[src/rtl/mc_ctrl.sv]
// Multi-cycle MIPS control unit: sequences each instruction through FETCH/DECODE/EXEC/MEM/WB
// states, stretches memory states on wait-states, and keeps cycle and retired-instruction counters.
module mc_ctrl #(
    parameter int ALUOP_W = 4,
    parameter bit MEM_HS  = 1'b1,
    parameter int CNT_W   = 32
) (
    input  logic               clk,
    input  logic               rstn,
    input  logic [5:0]         Op,
    input  logic [5:0]         Funct,
    input  logic               Zero,
    input  logic               mem_rdy,
    output logic               PCWrite,
    output logic               IRWrite,
    output logic               RegWrite,
    output logic               MemRead,
    output logic               MemWrite,
    output logic               IorD,
    output logic               EXTOp,
    output logic               ALUSrcA,
    output logic [1:0]         ALUSrcB,
    output logic [ALUOP_W-1:0] ALUOp,
    output logic [1:0]         PCSource,
    output logic [1:0]         GPRSel,
    output logic [1:0]         WDSel,
    output logic               illegal,
    output logic [3:0]         state_o,
    output logic [CNT_W-1:0]   cycle_cnt,
    output logic [CNT_W-1:0]   instret_cnt
);

    typedef enum logic [3:0] {
        S_FETCH  = 4'd0,  S_DECODE = 4'd1,  S_MEMADR = 4'd2,  S_MEMRD = 4'd3,
        S_MEMWB  = 4'd4,  S_MEMWR  = 4'd5,  S_EXEC   = 4'd6,  S_ALUWB = 4'd7,
        S_BRANCH = 4'd8,  S_JUMP   = 4'd9,  S_IEXEC  = 4'd10, S_IWB   = 4'd11
    } state_t;

    localparam logic [5:0] OP_RTYPE = 6'h00, OP_J    = 6'h02, OP_JAL  = 6'h03;
    localparam logic [5:0] OP_BEQ   = 6'h04, OP_BNE  = 6'h05, OP_ADDI = 6'h08;
    localparam logic [5:0] OP_SLTI  = 6'h0A, OP_ORI  = 6'h0D, OP_LUI  = 6'h0F;
    localparam logic [5:0] OP_LW    = 6'h23, OP_SW   = 6'h2B;

    localparam logic [ALUOP_W-1:0] ALU_NOP  = ALUOP_W'(0), ALU_ADD = ALUOP_W'(1);
    localparam logic [ALUOP_W-1:0] ALU_SUB  = ALUOP_W'(2), ALU_AND = ALUOP_W'(3);
    localparam logic [ALUOP_W-1:0] ALU_OR   = ALUOP_W'(4), ALU_SLT = ALUOP_W'(5);
    localparam logic [ALUOP_W-1:0] ALU_SLTU = ALUOP_W'(6), ALU_SLL = ALUOP_W'(7);
    localparam logic [ALUOP_W-1:0] ALU_LUI  = ALUOP_W'(8);
    localparam logic [CNT_W-1:0]   CNT_ONE  = {{(CNT_W-1){1'b0}}, 1'b1};

    state_t             state_q, state_d;
    logic [CNT_W-1:0]   cycle_q, instret_q;
    logic               mem_done, retire;
    logic               r_legal;
    logic [ALUOP_W-1:0] r_aluop;
    logic               pcw_c, irw_c, rw_c, mrd_c, mwr_c, ill_c;

    assign mem_done = MEM_HS ? mem_rdy : 1'b1;

    // NOR shares the LUI code; the ALU tells them apart by funct.
    always_comb begin
        r_legal = 1'b1;
        r_aluop = ALU_NOP;
        case (Funct)
            6'h20, 6'h21: r_aluop = ALU_ADD;
            6'h22, 6'h23: r_aluop = ALU_SUB;
            6'h24:        r_aluop = ALU_AND;
            6'h25:        r_aluop = ALU_OR;
            6'h27:        r_aluop = ALU_LUI;
            6'h2A:        r_aluop = ALU_SLT;
            6'h2B:        r_aluop = ALU_SLTU;
            6'h00:        r_aluop = ALU_SLL;
            default:      r_legal = 1'b0;
        endcase
    end

    always_comb begin
        state_d  = state_q;
        pcw_c    = 1'b0;
        irw_c    = 1'b0;
        rw_c     = 1'b0;
        mrd_c    = 1'b0;
        mwr_c    = 1'b0;
        ill_c    = 1'b0;
        IorD     = 1'b0;
        EXTOp    = 1'b0;
        ALUSrcA  = 1'b0;
        ALUSrcB  = 2'b00;
        ALUOp    = ALU_NOP;
        PCSource = 2'b00;
        GPRSel   = 2'b00;
        WDSel    = 2'b00;
        case (state_q)
            S_FETCH: begin
                mrd_c   = 1'b1;
                ALUSrcB = 2'b01;
                ALUOp   = ALU_ADD;
                if (mem_done) begin
                    irw_c   = 1'b1;
                    pcw_c   = 1'b1;
                    state_d = S_DECODE;
                end
            end
            S_DECODE: begin
                ALUSrcB = 2'b11;
                ALUOp   = ALU_ADD;
                EXTOp   = 1'b1;
                case (Op)
                    OP_LW, OP_SW:                     state_d = S_MEMADR;
                    OP_ADDI, OP_ORI, OP_LUI, OP_SLTI: state_d = S_IEXEC;
                    OP_BEQ, OP_BNE:                   state_d = S_BRANCH;
                    OP_J, OP_JAL:                     state_d = S_JUMP;
                    OP_RTYPE: begin
                        state_d = r_legal ? S_EXEC : S_FETCH;
                        ill_c   = ~r_legal;
                    end
                    default: begin
                        state_d = S_FETCH;
                        ill_c   = 1'b1;
                    end
                endcase
            end
            S_MEMADR: begin
                ALUSrcA = 1'b1;
                ALUSrcB = 2'b10;
                ALUOp   = ALU_ADD;
                EXTOp   = 1'b1;
                state_d = (Op == OP_LW) ? S_MEMRD : ((Op == OP_SW) ? S_MEMWR : S_FETCH);
            end
            S_MEMRD: begin
                mrd_c = 1'b1;
                IorD  = 1'b1;
                if (mem_done) state_d = S_MEMWB;
            end
            S_MEMWB: begin
                rw_c    = 1'b1;
                GPRSel  = 2'b01;
                WDSel   = 2'b01;
                state_d = S_FETCH;
            end
            S_MEMWR: begin
                mwr_c = 1'b1;
                IorD  = 1'b1;
                if (mem_done) state_d = S_FETCH;
            end
            S_EXEC: begin
                ALUSrcA = 1'b1;
                ALUOp   = r_aluop;
                state_d = S_ALUWB;
            end
            S_ALUWB: begin
                rw_c    = 1'b1;
                ALUOp   = r_aluop;
                state_d = S_FETCH;
            end
            S_IEXEC: begin
                ALUSrcA = 1'b1;
                ALUSrcB = 2'b10;
                EXTOp   = (Op == OP_ADDI) || (Op == OP_SLTI);
                case (Op)
                    OP_ORI:  ALUOp = ALU_OR;
                    OP_LUI:  ALUOp = ALU_LUI;
                    OP_SLTI: ALUOp = ALU_SLT;
                    default: ALUOp = ALU_ADD;
                endcase
                state_d = S_IWB;
            end
            S_IWB: begin
                rw_c    = 1'b1;
                GPRSel  = 2'b01;
                state_d = S_FETCH;
            end
            S_BRANCH: begin
                ALUSrcA  = 1'b1;
                ALUOp    = ALU_SUB;
                PCSource = 2'b01;
                pcw_c    = ((Op == OP_BEQ) && Zero) || ((Op == OP_BNE) && !Zero);
                state_d  = S_FETCH;
            end
            S_JUMP: begin
                PCSource = 2'b10;
                pcw_c    = 1'b1;
                if (Op == OP_JAL) begin
                    rw_c   = 1'b1;
                    GPRSel = 2'b10;
                    WDSel  = 2'b10;
                end
                state_d = S_FETCH;
            end
            default: state_d = S_FETCH;
        endcase
    end

    // Enables are gated by rstn so a pending write dies the moment reset asserts.
    assign PCWrite  = rstn & pcw_c;
    assign IRWrite  = rstn & irw_c;
    assign RegWrite = rstn & rw_c;
    assign MemRead  = rstn & mrd_c;
    assign MemWrite = rstn & mwr_c;
    assign illegal  = rstn & ill_c;

    assign retire = (state_d == S_FETCH) && (state_q != S_FETCH) && !ill_c;

    always_ff @(posedge clk or negedge rstn) begin
        if (!rstn) begin
            state_q   <= S_FETCH;
            cycle_q   <= '0;
            instret_q <= '0;
        end else begin
            state_q <= state_d;
            cycle_q <= cycle_q + CNT_ONE;
            if (retire) instret_q <= instret_q + CNT_ONE;
        end
    end

    assign state_o     = state_q;
    assign cycle_cnt   = cycle_q;
    assign instret_cnt = instret_q;

endmodule

[config.mk]
export PLATFORM = sky130hd
export DESIGN_NAME = mc_ctrl
export DESIGN_NICKNAME = d
export VERILOG_FILES = /design/src/rtl/mc_ctrl.sv
export SDC_FILE = /design/constraint.sdc
export NUM_CORES = 1
export LEC_CHECK = 0
export BUFFER_PORTS_ARGS = -buffer_cell sky130_fd_sc_hd__buf_2
export CELL_PAD_IN_SITES_DETAIL_PLACEMENT = 2
export CELL_PAD_IN_SITES_GLOBAL_PLACEMENT = 2
export CORE_ASPECT_RATIO = 1.4
export CORE_UTILIZATION = 29
export DETAILED_ROUTE_END_ITERATION = 10
export MAX_ROUTING_LAYER = met4
export PLACE_DENSITY = 0.78
export REMOVE_ABC_BUFFERS = 1
export SYNTH_ARGS = -nofsm -noshare
export SYNTH_HDL_FRONTEND = slang
export SYNTH_SLANG_ARGS = --single-unit
[constraint.sdc]
create_clock -name clk -period 2.1 [get_ports clk]
set_input_delay 0.105 -clock clk [delete_from_list [all_inputs] [get_ports clk]]
set_output_delay 0.105 -clock clk [all_outputs]
set_load 0.02 [all_outputs]
==> results.md <==
- EDFF count, synth: 0
- CTS tree: built
- Die area: 13480 um2
- Place WS: -250.9 ps
- Most common cell after layout, fill and taps aside: buf_2
- P per Cell Area: 664.8 nW/um2
- Register bit total from synthesis: 68
- R2R Setup Slk: -320 ps
- Starting DRC count in detailed routing: 99
- First-pass GRT wire length: 23470 um
- I/O pin total: 105
- Worst-Margin Slew: 589.9 ps
- Peak per-stage delay on the critical path: 460 ps
- Layout Skew: 14.86 ps
- Ratio of final minimum period to clock period: 115.0%
- WP depth: 10
- Mean Syn Cell Area: 9.726 um2
- Slew Limit Headroom: 60.31%
- Post-synth ARST share: 100.0%
- Worst Setup SP: state_o[3]
- Maximum vdd drop: 0.4931 mV
- Number of global-route vias before repair: 4336
- Worst-path clk slew: 60 ps
- Failing checks: design-rule violations, negative setup slack
- Crit path top cell by count: buf_6
- Total power: 3883 uW
- Critical Path, Cell by Cell: or2_4 -> nor4_4 -> a21oi_2 -> o311ai_4 -> buf_6 -> nor3_4 -> buf_4 -> buf_6 -> nand4_1 -> xnor2_1
- Path depth of the worst reg2reg path: 10
- Final WL: 16010 um
- Setup Viol. Count Final: 34
- Cell count after synthesis: 388
- Post-route insts no fill: 733
- Cell Area, Synth: 3774 um2
- Distinct cells, synth: 51
- CTS buffer count: 9
- Post-DR vias/cell: 5.252
- GP Congestion: 0.8387
- Starting Density: 30.21%
- Final Max Tran Viols: 0
- Max Fclk: 0.4139 GHz
- Clock tree buffer depth: 2
- Max-Cap Viols: 0
- Worst setup path endpoint: instret_cnt[21]
- Largest net degree at the start of global routing: 45
- Crit path max-delay family: simple AND/OR/NAND/NOR gates
- Site Rows: 48
- R2r endpoint: instret_cnt[21]
- Die Ht: 137.0 um
- Fill cell count: 1337
- Post-synthesis sequential area ratio: 45.09%
- Tightest Hold Check Type: input pin to flop
- Crit path kind: flop to flop
- CORE AREA: 12490 um2
- Die extent in x: 98.41 um
- DRT antenna net count: 0
- 1st-pass router iterations: 9
- DP HPWL: 9905 um
- Top FF cell, synth: dfrtp_1
- Worst Setup Start Kind: flop
- Worst r2r src: state_o[3]
- Cell leakage power: 0.003006 uW
- Slowest-stage cell, CP: dfrtp_2
- RSZ-0062 raised after global routing: true
- Req. time, crit path: 2350 ps
- Fin nets: 598
- CP Max Fanout: 6
- Tmin final: 2416 ps
- Post-route setup slack: -315.9 ps
- Remaining DRCs: 3
- Crit end category: flop
- Share of layout cells above drive strength 1: 48.03%
- Most frequent cells in the layout: buf_2 (98), buf_4 (80), dfrtp_1 (64)
- Input/output buffers: 104
- DR vias: 3850
- # diodes: 0
- Endpoints failing hold: 0
- GRT Resource Usage Total: 23.29%
- Yosys warnings: 0
- Initial antenna violation count: 0
- H-Tree Depth: 3
- GRT overflow: 0
- Worst EP arrival: 2660 ps
- DP Cell Count: 686
- DR WL/cell: 21.84 um
- Clock Sinks: 68
- Area Growth Syn to Fin: 54.77%
- Bufs and invs on worst path: 3
- Outcome: finished, violations left
- Worst skew pair latency: 340 ps
- Clk root buf: clkbuf_16
==> kinds of logic after synthesis <==
family | synth area share (%)
flops | 45.09
compound gates | 6.930
buf+inv | 2.951
xor+xnor | 14.62
fa+ha+maj | 0.6630
simple gates | 29.74
==> worst reg2reg max path: cells and delay by family, from the launching register on <==
family / cells / cell delay [ps]
xor gates and xnor gates: 1 / 140
and+or+nand+nor: 4 / 800
AOI/OAI and AO/OA: 2 / 500
DFF: 1 / 460
buffers and inverters: 3 / 430
==> cells in the mapped netlist (3+ instances only) <==
master | count | area share [%]
o21bai_1 | 3 | 0.60
nor2b_1 | 5 | 0.83
or2_2 | 3 | 0.50
nand2_1 | 36 | 3.6
nor4_1 | 5 | 0.83
a31oi_1 | 3 | 0.50
nand3_1 | 25 | 3.3
a211oi_1 | 3 | 0.60
dfrtp_1 | 68 | 45
and3_1 | 9 | 1.5
nor2_1 | 30 | 3.0
nand3b_1 | 6 | 1.2
clkbuf_1 | 5 | 0.50
a21oi_1 | 11 | 1.5
xor2_1 | 21 | 4.9
nor3b_1 | 4 | 0.80
inv_1 | 11 | 1.1
xnor2_1 | 42 | 9.7
nand4_1 | 20 | 3.3
buf_2 | 5 | 0.66
nand2b_1 | 10 | 1.7
nor3_1 | 9 | 1.2
nor3_2 | 4 | 1.1
nor4_2 | 4 | 1.3
o21ai_0 | 10 | 1.3
==> power by group <==
| group | internal (uW) | switching, uW | total (uW) |
|---|---|---|---|
| logic | 468 | 628 | 1100 |
| clock network | 817 | 553 | 1370 |
| registers | 1360 | 54.2 | 1420 |
==> flip-flops by register name (all words and copies together) (netlist names) <==
register and cells:
state_o 4, cycle_cnt 32, instret_cnt 32
==> through the flow <==
stage	utilization [%]	TNS [ps]	hold WS, ps	instance area, um2
after detailed placement	38.98	-4524	160.6	4870
final	46.75	-6568	375.7	5841
after global routing	46.75	-8486	369.3	5841
after CTS	44.26	-750.0	273.8	5529
after global placement	38.98	-1031	153.8	4870
after floorplan	-	-19060	-190.6	3704
==> layer usage <==
metal	part of all wire [%]	GRT usage, %	wire length [um]
met1	37	23.71	5880
met2	57	44.29	9091
met3	3.2	2.145	513
met4	3.3	12.02	525
met5	0	-	0
==> layout make-up <==
cell class                 instances  area (um2)  share of cell area [%]
tap                              150       187.7                   3.213
timing repair buffer             193        1267                   21.70
clock buffer                      12       246.5                   4.220
sequential                        68        1707                   29.22
multi-input combinational        297        2379                   40.72
clock inverter                     2       12.51                  0.2142
inverter                          11       41.29                  0.7069
==> how the worst min path moves through the flow <==
| stage | from | endpoint | slack, ps | cells past startpoint |
|---|---|---|---|---|
| after global routing | Funct[4] | state_o[2] | 370 | 5 |
| after CTS | Op[3] | state_o[2] | 270 | 5 |
| after detailed placement | rstn | instret_cnt[5] | 160 | 2 |
| after global placement | rstn | state_o[0] | 150 | 2 |
| after floorplan | rstn | cycle_cnt[0] | -190 | 0 |
| final | Funct[4] | state_o[2] | 380 | 5 |
==> repair_timing <==
action	CTS	global route
setup endpoints to repair	38	41
hold buffers	1	0
pin swaps	23	20
endpoints found under the hold margin	24	0
setup buffers	20	11
gates cloned	1	1
gates resized for setup	59	49
(Power assumes the default switching activity.)
